`src/rtl/spi_command_decoder_pkg.sv`:
```
// Shared types for the SPI command decoder: opcode and FSM encodings plus the
// frame-length helper used by the collector.
package spi_command_decoder_pkg;

    typedef enum logic [7:0] {
        WRITE          = 8'h01,
        READ           = 8'h02,
        BIND_INTERRUPT = 8'h03,
        BIND_ADDRESS   = 8'h04,
        TRANSFER       = 8'h05,
        REPEAT         = 8'h06
    } opcode_t;

    typedef enum logic [1:0] {
        IDLE    = 2'd0,
        COLLECT = 2'd1,
        ISSUE   = 2'd2
    } state_t;

    // Opcodes that open a multi-byte frame (as opposed to the single-byte TX controls).
    function automatic logic is_long_opcode(input logic [7:0] op);
        return (op == WRITE) || (op == READ) || (op == BIND_INTERRUPT) || (op == BIND_ADDRESS);
    endfunction

    function automatic int unsigned frame_len(input logic [7:0] op,
                                              input int unsigned addr_bytes,
                                              input int unsigned val_bytes);
        case (op)
            WRITE:                               return 1 + addr_bytes + val_bytes;
            READ, BIND_INTERRUPT, BIND_ADDRESS:  return 1 + addr_bytes;
            default:                             return 0;
        endcase
    endfunction

endpackage

```
`src/rtl/spi_command_decoder_if.sv`:
```
// Bundle between the SPI byte side / core side and the command decoder.
// spi_rx_valid, cmd_valid and error are single-cycle strobes with no back-pressure:
// data beside a strobe is valid only in the cycle the strobe is high, and is never held off.
interface spi_command_decoder_if #(
    parameter int unsigned INSTRUCTION_WIDTH = 8,
    parameter int unsigned ADDRESS_WIDTH     = 24,
    parameter int unsigned VALUE_WIDTH       = 32
);
    logic                         spi_rx_valid;
    logic [7:0]                   spi_rx_byte;
    logic [VALUE_WIDTH-1:0]       value_from_core;
    logic [INSTRUCTION_WIDTH-1:0] instruction_bus;
    logic [ADDRESS_WIDTH-1:0]     address_bus;
    logic [VALUE_WIDTH-1:0]       value_bus;
    logic                         cmd_valid;
    logic [7:0]                   spi_tx_byte;
    logic                         error;

    modport master (
        output spi_rx_valid, spi_rx_byte, value_from_core,
        input  instruction_bus, address_bus, value_bus, cmd_valid, spi_tx_byte, error
    );

    modport slave (
        input  spi_rx_valid, spi_rx_byte, value_from_core,
        output instruction_bus, address_bus, value_bus, cmd_valid, spi_tx_byte, error
    );
endinterface

```
`src/rtl/spi_command_decoder_tx_word_serialiser.sv`:
```
// Holds a shadow copy of the core read-back word and hands it out one byte per
// advance, MSB first, so a multi-byte read never mixes two different core words.
module tx_word_serialiser #(
    parameter int unsigned VALUE_WIDTH = 32
) (
    input  logic                   clk,
    input  logic                   rst,
    input  logic                   latch_i,
    input  logic                   advance_i,
    input  logic                   rewind_i,
    input  logic [VALUE_WIDTH-1:0] word_i,
    output logic                   ptr_zero_o,
    output logic [7:0]             tx_byte_o
);
    localparam int unsigned VAL_BYTES = VALUE_WIDTH / 8;
    localparam int unsigned PTR_W     = (VAL_BYTES > 1) ? $clog2(VAL_BYTES) : 1;

    logic [VALUE_WIDTH-1:0] shadow_q, shadow_d;
    logic [PTR_W-1:0]       ptr_q, ptr_d;
    logic [7:0]             tx_q, tx_d;
    logic [VALUE_WIDTH-1:0] shifted;

    always_comb begin
        shadow_d = latch_i ? word_i : shadow_q;
        // Byte ptr of the word ends up in the top byte after shifting left by ptr bytes.
        shifted  = shadow_d << {ptr_q, 3'b000};
        ptr_d    = ptr_q;
        tx_d     = tx_q;
        if (rewind_i) begin
            ptr_d = '0;
        end else if (advance_i) begin
            tx_d  = shifted[VALUE_WIDTH-1 -: 8];
            ptr_d = (ptr_q == PTR_W'(VAL_BYTES - 1)) ? '0 : ptr_q + PTR_W'(1);
        end
    end

    always_ff @(posedge clk) begin
        if (rst) begin
            shadow_q <= '0;
            ptr_q    <= '0;
            tx_q     <= '0;
        end else begin
            shadow_q <= shadow_d;
            ptr_q    <= ptr_d;
            tx_q     <= tx_d;
        end
    end

    assign ptr_zero_o = (ptr_q == '0);
    assign tx_byte_o  = tx_q;
endmodule

```
`src/rtl/spi_command_decoder.sv`:
```
// Turns the SPI slave byte stream into opcode/address/value command strobes and
// drives read-back bytes for TRANSFER; flags unknown opcodes and stalled frames.
module spi_command_decoder
    import spi_command_decoder_pkg::*;
#(
    parameter int unsigned INSTRUCTION_WIDTH = 8,
    parameter int unsigned ADDRESS_WIDTH     = 24,
    parameter int unsigned VALUE_WIDTH       = 32,
    parameter int unsigned TIMEOUT_CYCLES    = 1024
) (
    input  logic                 clk,
    input  logic                 rst,
    spi_command_decoder_if.slave bus,
    output state_t               state_o
);
    localparam int unsigned ADDR_BYTES = ADDRESS_WIDTH / 8;
    localparam int unsigned VAL_BYTES  = VALUE_WIDTH / 8;
    localparam int unsigned FIELD_W    = ADDRESS_WIDTH + VALUE_WIDTH;
    localparam int unsigned CNT_W      = 4;
    localparam int unsigned TMR_W      = $clog2(TIMEOUT_CYCLES);

    state_t                       state_q, state_d;
    logic [7:0]                   opcode_q, opcode_d;
    logic [CNT_W-1:0]             count_q, count_d;
    logic [FIELD_W-1:0]           field_q, field_d;
    logic [TMR_W-1:0]             timer_q, timer_d;

    logic [INSTRUCTION_WIDTH-1:0] instr_q, instr_d;
    logic [ADDRESS_WIDTH-1:0]     addr_q, addr_d;
    logic [VALUE_WIDTH-1:0]       value_q, value_d;
    logic                         cmd_valid_q, cmd_valid_d;
    logic                         error_q, error_d;

    logic cmd_slot;
    logic transfer;
    logic rewind;
    logic bad_opcode;
    logic timeout;
    logic ptr_zero;

    // ISSUE lasts one cycle but still accepts a byte exactly as IDLE does.
    assign cmd_slot   = (state_q != COLLECT) && bus.spi_rx_valid;
    assign transfer   = cmd_slot && (bus.spi_rx_byte == TRANSFER);
    assign rewind     = cmd_slot && (bus.spi_rx_byte == REPEAT);
    assign bad_opcode = cmd_slot && !is_long_opcode(bus.spi_rx_byte) && !transfer && !rewind;
    assign timeout    = (state_q == COLLECT) && !bus.spi_rx_valid &&
                        (timer_q == TMR_W'(TIMEOUT_CYCLES - 1));

    always_ff @(posedge clk) begin
        if (rst) begin
            state_q     <= IDLE;
            opcode_q    <= '0;
            count_q     <= '0;
            field_q     <= '0;
            timer_q     <= '0;
            instr_q     <= '0;
            addr_q      <= '0;
            value_q     <= '0;
            cmd_valid_q <= 1'b0;
            error_q     <= 1'b0;
        end else begin
            state_q     <= state_d;
            opcode_q    <= opcode_d;
            count_q     <= count_d;
            field_q     <= field_d;
            timer_q     <= timer_d;
            instr_q     <= instr_d;
            addr_q      <= addr_d;
            value_q     <= value_d;
            cmd_valid_q <= cmd_valid_d;
            error_q     <= error_d;
        end
    end

    always_comb begin
        state_d  = state_q;
        opcode_d = opcode_q;
        count_d  = count_q;
        field_d  = field_q;
        timer_d  = timer_q;
        case (state_q)
            IDLE, ISSUE: begin
                state_d = IDLE;
                if (cmd_slot && is_long_opcode(bus.spi_rx_byte)) begin
                    opcode_d = bus.spi_rx_byte;
                    count_d  = CNT_W'(1);
                    field_d  = '0;
                    timer_d  = '0;
                    state_d  = COLLECT;
                end
            end
            COLLECT: begin
                if (bus.spi_rx_valid) begin
                    // A byte on the expiry cycle still counts and restarts the timer.
                    field_d = {field_q[FIELD_W-9:0], bus.spi_rx_byte};
                    count_d = count_q + CNT_W'(1);
                    timer_d = '0;
                    if (32'(count_q) + 32'd1 == frame_len(opcode_q, ADDR_BYTES, VAL_BYTES))
                        state_d = ISSUE;
                end else if (timeout) begin
                    state_d = IDLE;
                end else begin
                    timer_d = timer_q + TMR_W'(1);
                end
            end
            default: state_d = IDLE;
        endcase
    end

    always_comb begin
        instr_d     = instr_q;
        addr_d      = addr_q;
        value_d     = value_q;
        cmd_valid_d = 1'b0;
        error_d     = bad_opcode || timeout;
        if (state_q == ISSUE) begin
            instr_d     = opcode_q;
            cmd_valid_d = 1'b1;
            // Short frames leave the address in the low bits of the field register.
            if (opcode_q == WRITE) begin
                addr_d  = field_q[VALUE_WIDTH +: ADDRESS_WIDTH];
                value_d = field_q[VALUE_WIDTH-1:0];
            end else begin
                addr_d  = field_q[ADDRESS_WIDTH-1:0];
                value_d = '0;
            end
        end
    end

    tx_word_serialiser #(
        .VALUE_WIDTH (VALUE_WIDTH)
    ) u_tx (
        .clk        (clk),
        .rst        (rst),
        .latch_i    (transfer && ptr_zero),
        .advance_i  (transfer),
        .rewind_i   (rewind),
        .word_i     (bus.value_from_core),
        .ptr_zero_o (ptr_zero),
        .tx_byte_o  (bus.spi_tx_byte)
    );

    assign bus.instruction_bus = instr_q;
    assign bus.address_bus     = addr_q;
    assign bus.value_bus       = value_q;
    assign bus.cmd_valid       = cmd_valid_q;
    assign bus.error           = error_q;
    assign state_o             = state_q;
endmodule

```
`src/flat_wrapper.sv`:
```
// flat-port wrapper written by rule: the top's interface ports become plain ports
module spi_command_decoder_flat import spi_command_decoder_pkg::*;
#(
    parameter int unsigned INSTRUCTION_WIDTH = 8,
    parameter int unsigned ADDRESS_WIDTH     = 24,
    parameter int unsigned VALUE_WIDTH       = 32,
    parameter int unsigned TIMEOUT_CYCLES    = 1024
)
  (clk, rst, state_o, bus_spi_rx_valid, bus_spi_rx_byte, bus_value_from_core, bus_instruction_bus, bus_address_bus, bus_value_bus, bus_cmd_valid, bus_spi_tx_byte, bus_error);
  spi_command_decoder_if #(.INSTRUCTION_WIDTH(INSTRUCTION_WIDTH), .ADDRESS_WIDTH(ADDRESS_WIDTH), .VALUE_WIDTH(VALUE_WIDTH)) bus_i ();
  input  logic clk;
  input  logic rst;
  output state_t state_o;
  input wire logic [$bits(bus_i.spi_rx_valid)-1:0] bus_spi_rx_valid;
  input wire logic [$bits(bus_i.spi_rx_byte)-1:0] bus_spi_rx_byte;
  input wire logic [$bits(bus_i.value_from_core)-1:0] bus_value_from_core;
  output wire logic [$bits(bus_i.instruction_bus)-1:0] bus_instruction_bus;
  output wire logic [$bits(bus_i.address_bus)-1:0] bus_address_bus;
  output wire logic [$bits(bus_i.value_bus)-1:0] bus_value_bus;
  output wire logic [$bits(bus_i.cmd_valid)-1:0] bus_cmd_valid;
  output wire logic [$bits(bus_i.spi_tx_byte)-1:0] bus_spi_tx_byte;
  output wire logic [$bits(bus_i.error)-1:0] bus_error;
  assign bus_i.spi_rx_valid = bus_spi_rx_valid;
  assign bus_i.spi_rx_byte = bus_spi_rx_byte;
  assign bus_i.value_from_core = bus_value_from_core;
  assign bus_instruction_bus = bus_i.instruction_bus;
  assign bus_address_bus = bus_i.address_bus;
  assign bus_value_bus = bus_i.value_bus;
  assign bus_cmd_valid = bus_i.cmd_valid;
  assign bus_spi_tx_byte = bus_i.spi_tx_byte;
  assign bus_error = bus_i.error;
  spi_command_decoder #(.INSTRUCTION_WIDTH(INSTRUCTION_WIDTH), .ADDRESS_WIDTH(ADDRESS_WIDTH), .VALUE_WIDTH(VALUE_WIDTH), .TIMEOUT_CYCLES(TIMEOUT_CYCLES)) u_core (.clk(clk), .rst(rst), .bus(bus_i), .state_o(state_o));
endmodule
```
`config.mk`:
```
export PLATFORM = sky130hd
export DESIGN_NAME = spi_command_decoder_flat
export DESIGN_NICKNAME = d
export VERILOG_FILES = /design/src/rtl/spi_command_decoder_pkg.sv /design/src/rtl/spi_command_decoder_if.sv /design/src/rtl/spi_command_decoder_tx_word_serialiser.sv /design/src/rtl/spi_command_decoder.sv /design/src/flat_wrapper.sv
export SDC_FILE = /design/constraint.sdc
export NUM_CORES = 1
export LEC_CHECK = 0
export BUFFER_PORTS_ARGS = -buffer_cell sky130_fd_sc_hd__buf_2
export CORE_MARGIN = 4
export CORE_UTILIZATION = 30
export CTS_BUF_LIST = sky130_fd_sc_hd__clkbuf_8
export DETAILED_ROUTE_END_ITERATION = 8
export GPL_TIMING_DRIVEN = 0
export SLEW_MARGIN = 10
export SYNTH_ARGS = -nofsm -noshare
export SYNTH_HDL_FRONTEND = slang
export SYNTH_SLANG_ARGS = --single-unit
```
`constraint.sdc`:
```
create_clock -name clk -period 3.45 [get_ports clk]
set_input_delay 0.5175 -clock clk [delete_from_list [all_inputs] [get_ports clk]]
set_output_delay 0.5175 -clock clk [all_outputs]
set_load 0.03 [all_outputs]
```
# [Word level (Yosys, flattened, before mapping)]
# Cells that the tools add are included.
[totals] ff_bits=188 inputBits=43 word_cells=92
[classes] addsub=4 eq_ne=21 shift=1 mux=23 bitwise_logic=1 n_reduce_logical=29
[op_table] operator="$mux 32" n=4
[op_table] operator="$mux 56" n=2
[op_table] operator="$pmux 56 s2" n=1
[op_table] operator="$eq 32x32->1" n=1
[op_table] operator="$eq 8x2->1 const B" n=4
[op_table] operator="$eq 8x3->1 const B" n=4
[op_table] operator="$shl 32x5->32" n=1
[op_table] operator="$mux 10" n=3
[op_table] operator="$mux 24" n=1
[op_table] operator="$pmux 10 s2" n=1
[op_table] operator="$eq 8x1->1 const B" n=2
[op_table] operator="$pmux 4 s2" n=2
[op_table] operator="$add 10x1->10 const B" n=1
[op_table] operator="$eq 10x10->1 const B" n=1
[op_table] operator="$logic_and 1x1->1" n=10
[op_table] operator="$mux 2" n=4
[op_table] operator="$mux 4" n=2
[op_table] operator="$ne 3x3->1 const B" n=2
[op_table] operator="$reduce_and 2->1" n=3
[op_table] operator="$reduce_and 3->1" n=2
[op_table] operator="$add 4x1->5 const B" n=1
[op_table] operator="$add 4x1->4 const B" n=1
[op_table] operator="$eq 2x2->1 const B" n=2
[op_table] operator="$logic_not 1->1" n=4
[op_table] operator="other kinds (13)" n=20

# [Logic depth before layout (Yosys ltp)]
[depth] ltp_word=9 mapped_depth=11 ltp_nobuf=7

# [Cells and area by module]
# A second synthesis with hierarchy kept.
[unflattened] cells_unflattened=666 hier_area_um2=7045.5
[modules_own_cells] mod="spi_command_decoder" n_inst=1 cells_each=514 area_per_inst_um2=5277.6 seq_area_each_um2=2922.8
[modules_own_cells] mod="tx_word_serialiser" n_inst=1 cells_each=152 area_per_inst_um2=1767.9 seq_area_each_um2=840.8

# [Worst setup path after synthesis]
# OpenSTA, ideal clock, no wires.
[synth_timing] path_type="flip-flop to flip-flop" start="reg u_core.u_tx.ptr_q[0]" end="reg u_core.u_tx.tx_q[5] (netlist: u_core.u_tx.tx_byte_o[5])" arrival_time_ns=2.325 required_ns=3.326 setup_slack_ns=1.000 path_stages_with_launch=11 path_buffers=3 cell_sequence="dfxtp_1 > clkbuf_1 > inv_1 > clkbuf_1 > ha_1 > nand4b_1 > nor3_1 > clkbuf_1 > a22oi_1 > o21ai_0 > a31oi_1"
[synth_via] elab_chain_len=4
[synth_rtl] item="start, declared" line="spi_command_decoder_tx_word_serialiser.sv:19" text="logic [PTR_W-1:0] ptr_q, ptr_d;"
[synth_rtl] item="start signal, assigned" line="spi_command_decoder_tx_word_serialiser.sv:44" text="ptr_q <= ptr_d;"
[synth_rtl] item="$logic_not 2->1" line="spi_command_decoder_tx_word_serialiser.sv:49" text="assign ptr_zero_o = (ptr_q == '0);"
[synth_rtl] item="$logic_and 1x1->1" line="spi_command_decoder.sv:135" text=".latch_i (transfer && ptr_zero),"
[synth_rtl] item="$mux 32" line="spi_command_decoder_tx_word_serialiser.sv:24" text="shadow_d = latch_i ? word_i : shadow_q;"
[synth_rtl] item="$shl 32x5->32 (*)" line="spi_command_decoder_tx_word_serialiser.sv:26" text="shifted = shadow_d << {ptr_q, 3'b000};"
[synth_rtl] item="end signal, assigned" line="spi_command_decoder_tx_word_serialiser.sv:45" text="tx_q <= tx_d;"
[synth_rtl] item="end, declared" line="spi_command_decoder_tx_word_serialiser.sv:20" text="logic [7:0] tx_q, tx_d;"
# Every way passes the cells marked *; elsewhere a longest branch is shown, timed or not.
# A chain may end at the register's enable or synchronous reset.

# [Final worst setup path]
[layout_timing] start="reg u_core.u_tx.ptr_q[0]" end="reg u_core.u_tx.tx_q[6] (netlist: u_core.u_tx.tx_byte_o[6])"
# Same word-level chain as after synthesis.

==> results.yml <==
outcome:
  status: "finished, final reports clean"
routing:
  drt_iter0_markers: 610
  routed_via_density: 5.012
  routedWlPerCell_um: 17.35
  drc: 0
  drt_wl_total_um: 23620
  antenna_left: 0
  dr.pass1.iters: 5
  vias: 6822
layout:
  finalNetCount: 1071
  areaGrowthSynthToFinish_pct: 19.05
  final_area_sq_mm: 0.009046
  regArea_sq_mm: 0.003764
  diodes: 0
  fillers: 2579
  final_layout_size_suffix_gt1_share_pct: 17.07
  multi_input_area_sq_mm: 0.003516
sta:
  setup_slack_ns: 0.2999
  holdWs_ns: 0.2801
  setup_violations: 0
  tightest_slew_ns: 0.7438
  final-hold-violation-count: 0
  tns_ns: 0
  fin_skew_ns: 0.01695
  slew_headroom_pct: 50.23
  fmax_ghz: 0.3175
  period_share_pct: 91.31
  maxSlewViolCount: 0
  rsz0062_at_grt: "true"
  min_period_ns: 3.150
die:
  dieArea_sq_mm: 0.02794
  die_x_um: 167.2
  rows: 57
  ios: 119
  fp.dieH_um: 167.2
  start_util_pct: 30.88
  core_area_sq_mm: 0.02460
worst_setup_path:
  startpoint_type: "register"
  arrival_ns: 3.50
  path_cells: "clkbuf_1 -> inv_1 -> clkbuf_1 -> ha_1 -> nand4b_1 -> or3_1 -> clkbuf_1 -> clkbuf_2 -> a211oi_1 -> o21ai_0 -> a31oi_1"
  critPathMaxFanout: 10
  reg2reg_slack_ns: 0.30
  crit_required_ns: 3.80
  cpMaxStageDelayCell: "clkbuf_1"
  critical_path.most_common_cell: "clkbuf_1"
  worst_setup_path_end_kind: "register"
  path_class: "reg2reg"
  critPathMaxStageDelay_ns: 0.37
yosys:
  syn_area_per_cell_sq_um: 8.547
  synth_top_family_by_area: "compound AO/OA/AOI/OAI gates"
  netlist.area_leader.share_pct: 49.53
  synth_nets: 936
  ys_seq_area_share_pct: 49.53
  ys_async_sr_fraction_pct: 0
  synth-seq-cells: 188
  netlist_area_sq_mm: 0.007599
  syn_inst: 889
  yosysUniqueCellTypes: 48
  synth_compound_area_share_pct: 21.78
  yosys-top-cells-area: "dfxtp_1 50%, nand2_1 9.9%, a21oi_1 6.0%"
  yosys-mux-area-fraction_pct: 3.293
  yosys.area_share.simple_pct: 19.46
  yosys_warnings: 0
  synthAdderAreaFrac_pct: 0.6587
  synth_common_cells: "200 x nand2_1, 188 x dfxtp_1, 91 x a21oi_1"
  synth_ff_type: "dfxtp_1"
  synth_edf_count: 0
  yosys.area.top_type: "dfxtp_1"
  synth_xor_area_share_pct: 0.9221
  yosysMostFrequentCell: "nand2_1"
min_path:
  min_path_type: "in2reg"
clocking:
  cts_root_buf: "clkbuf_8"
  cts_tree: "yes"
  post_cts_buffers: 0
  clockBufferDepth: 2
  clk_pin_slew_ns: 0.11
  insertion_delay_ns: 0.48
  cts_buffers: 17
  clock-sinks: 188
  postCtsHoldBufs: 0
  cts_htree_levels: 4
grt:
  overflow: 0
  grt_pass1_wl_um: 37250
  grt_use_total_pct: 16.67
  grt_max_degree: 20
  grt_pass1_vias: 6509
  antenna_found_initial: 0
place:
  post-place-ws_ns: -0.1787
  dpl_cell_area_sq_mm: 0.008584
  io_buffers: 116
  dpl.hpwl_um: 17340
  place.gp.congestion: 0.8862
power_and_ir_drop:
  cellLeakagePower_nw: 3.363
  p_sw_mw: 0.9985
  powerDensity_mw_per_mm2: 433.1
  p_seq_share_pct: 55.4
  p_int_mw: 2.919
  p_comb_share_pct: 3.4
  p_clk_share_pct: 41.2
  swShare_pct: 25.49
  vdd_ir_drop_max_uv: 248.6
flow_run:
  maxCapViolCount: 0
-- cells in the final DEF, fill, tap and decap left out, types with 16 or more instances in the layout --
| master | count |
|---|---|
| a211oi_1 | 41 |
| nor2_1 | 46 |
| nand3_1 | 46 |
| mux2i_1 | 25 |
| o21ai_0 | 24 |
| nand2_1 | 200 |
| dfxtp_1 | 188 |
| a22o_1 | 48 |
| buf_2 | 134 |
| a22oi_1 | 16 |
| clkbuf_8 | 18 |
| a21oi_1 | 91 |
| clkbuf_1 | 48 |
-- per-stage QoR --
step	utilization (%)	instances	total power [mW]
6_report	36.77	1361	3.918
5_1_grt	36.77	1361	4.054
4_1_cts	36.73	1361	3.953
3_3_place_gp	34.89	1329	2.353
2_1_floorplan	-	889	2.287
3_5_place_dp	34.89	1329	2.352
-- state kept, by name (all words and copies together), names as in the netlist --
signal / cells
u_core.opcode_q: 8
u_core.state_o: 2
u_core.bus.instruction_bus: 8
u_core.bus.error: 1
u_core.u_tx.ptr_q: 2
u_core.u_tx.shadow_q: 32
u_core.field_q: 56
u_core.bus.address_bus: 24
u_core.bus.cmd_valid: 1
u_core.u_tx.tx_byte_o: 8
u_core.timer_q: 10
u_core.count_q: 4
u_core.bus.value_bus: 32
-- cells by family after synthesis --
logic type      count (synthesis)
flops                         188
simple gates                  337
mux                            25
buf+inv                        79
xor+xnor                        8
compound gates                248
fa+ha+maj                       4
-- worst max-delay path: cells and delay by family (launching register included) --
| family | cells | cell delay [ns] |
|---|---|---|
| AOI/OAI and AO/OA | 3 | 0.52 |
| adders and majority gates | 1 | 0.29 |
| buffers and inverters | 5 | 1.58 |
| DFF | 1 | 0.34 |
| and+or+nand+nor | 2 | 0.30 |
-- area by class of cell --
cell class	count	share of cell area, %
Inverter	5	0.2075
Clock inverter	14	2.213
Clock buffer	18	2.739
Sequential cell	188	41.60
Tap cell	324	4.481
Timing Repair Buffer	116	6.418
Buffer	74	3.472
Multi-Input combinational cell	622	38.87
-- final timing paths --
path | from | end | cells past startpoint
hold reg to reg | u_core.bus.instruction_bus[3]$_SDFFE_PP0P_ | u_core.bus.instruction_bus[3]$_SDFFE_PP0P_ | 2
hold / removal | bus_value_from_core[6] | u_core.u_tx.shadow_q[6]$_SDFF_PP0_ | 3
setup reg to reg | u_core.u_tx.ptr_q[0]$_SDFFE_PP0P_ | u_core.u_tx.tx_byte_o[6]$_SDFFE_PP0P_ | 11
setup / recovery | u_core.u_tx.ptr_q[0]$_SDFFE_PP0P_ | u_core.u_tx.tx_byte_o[6]$_SDFFE_PP0P_ | 11
-- per-layer routing --
layer	track usage [%]	part of all wire (%)
met5	0	0
met4	4.764	1.8
met3	4.125	7.4
met2	24.94	44
met1	23.94	47
-- repair_timing --
action	in CTS	in global routing
setup endpoints to repair	8	8
endpoints found under the hold margin	0	0
gates resized for setup	1	5
-- power groups by stage --
stage / sequential (mW) / combinational [mW] / clock [mW]
finish: 2.17 / 0.132 / 1.61
detailed placement: 2.22 / 0.130 / 0
global route: 2.17 / 0.143 / 1.74
floorplan: 2.22 / 0.0635 / 0
global placement: 2.22 / 0.130 / 0
CTS: 2.17 / 0.131 / 1.65
(Power assumes the default switching activity.)
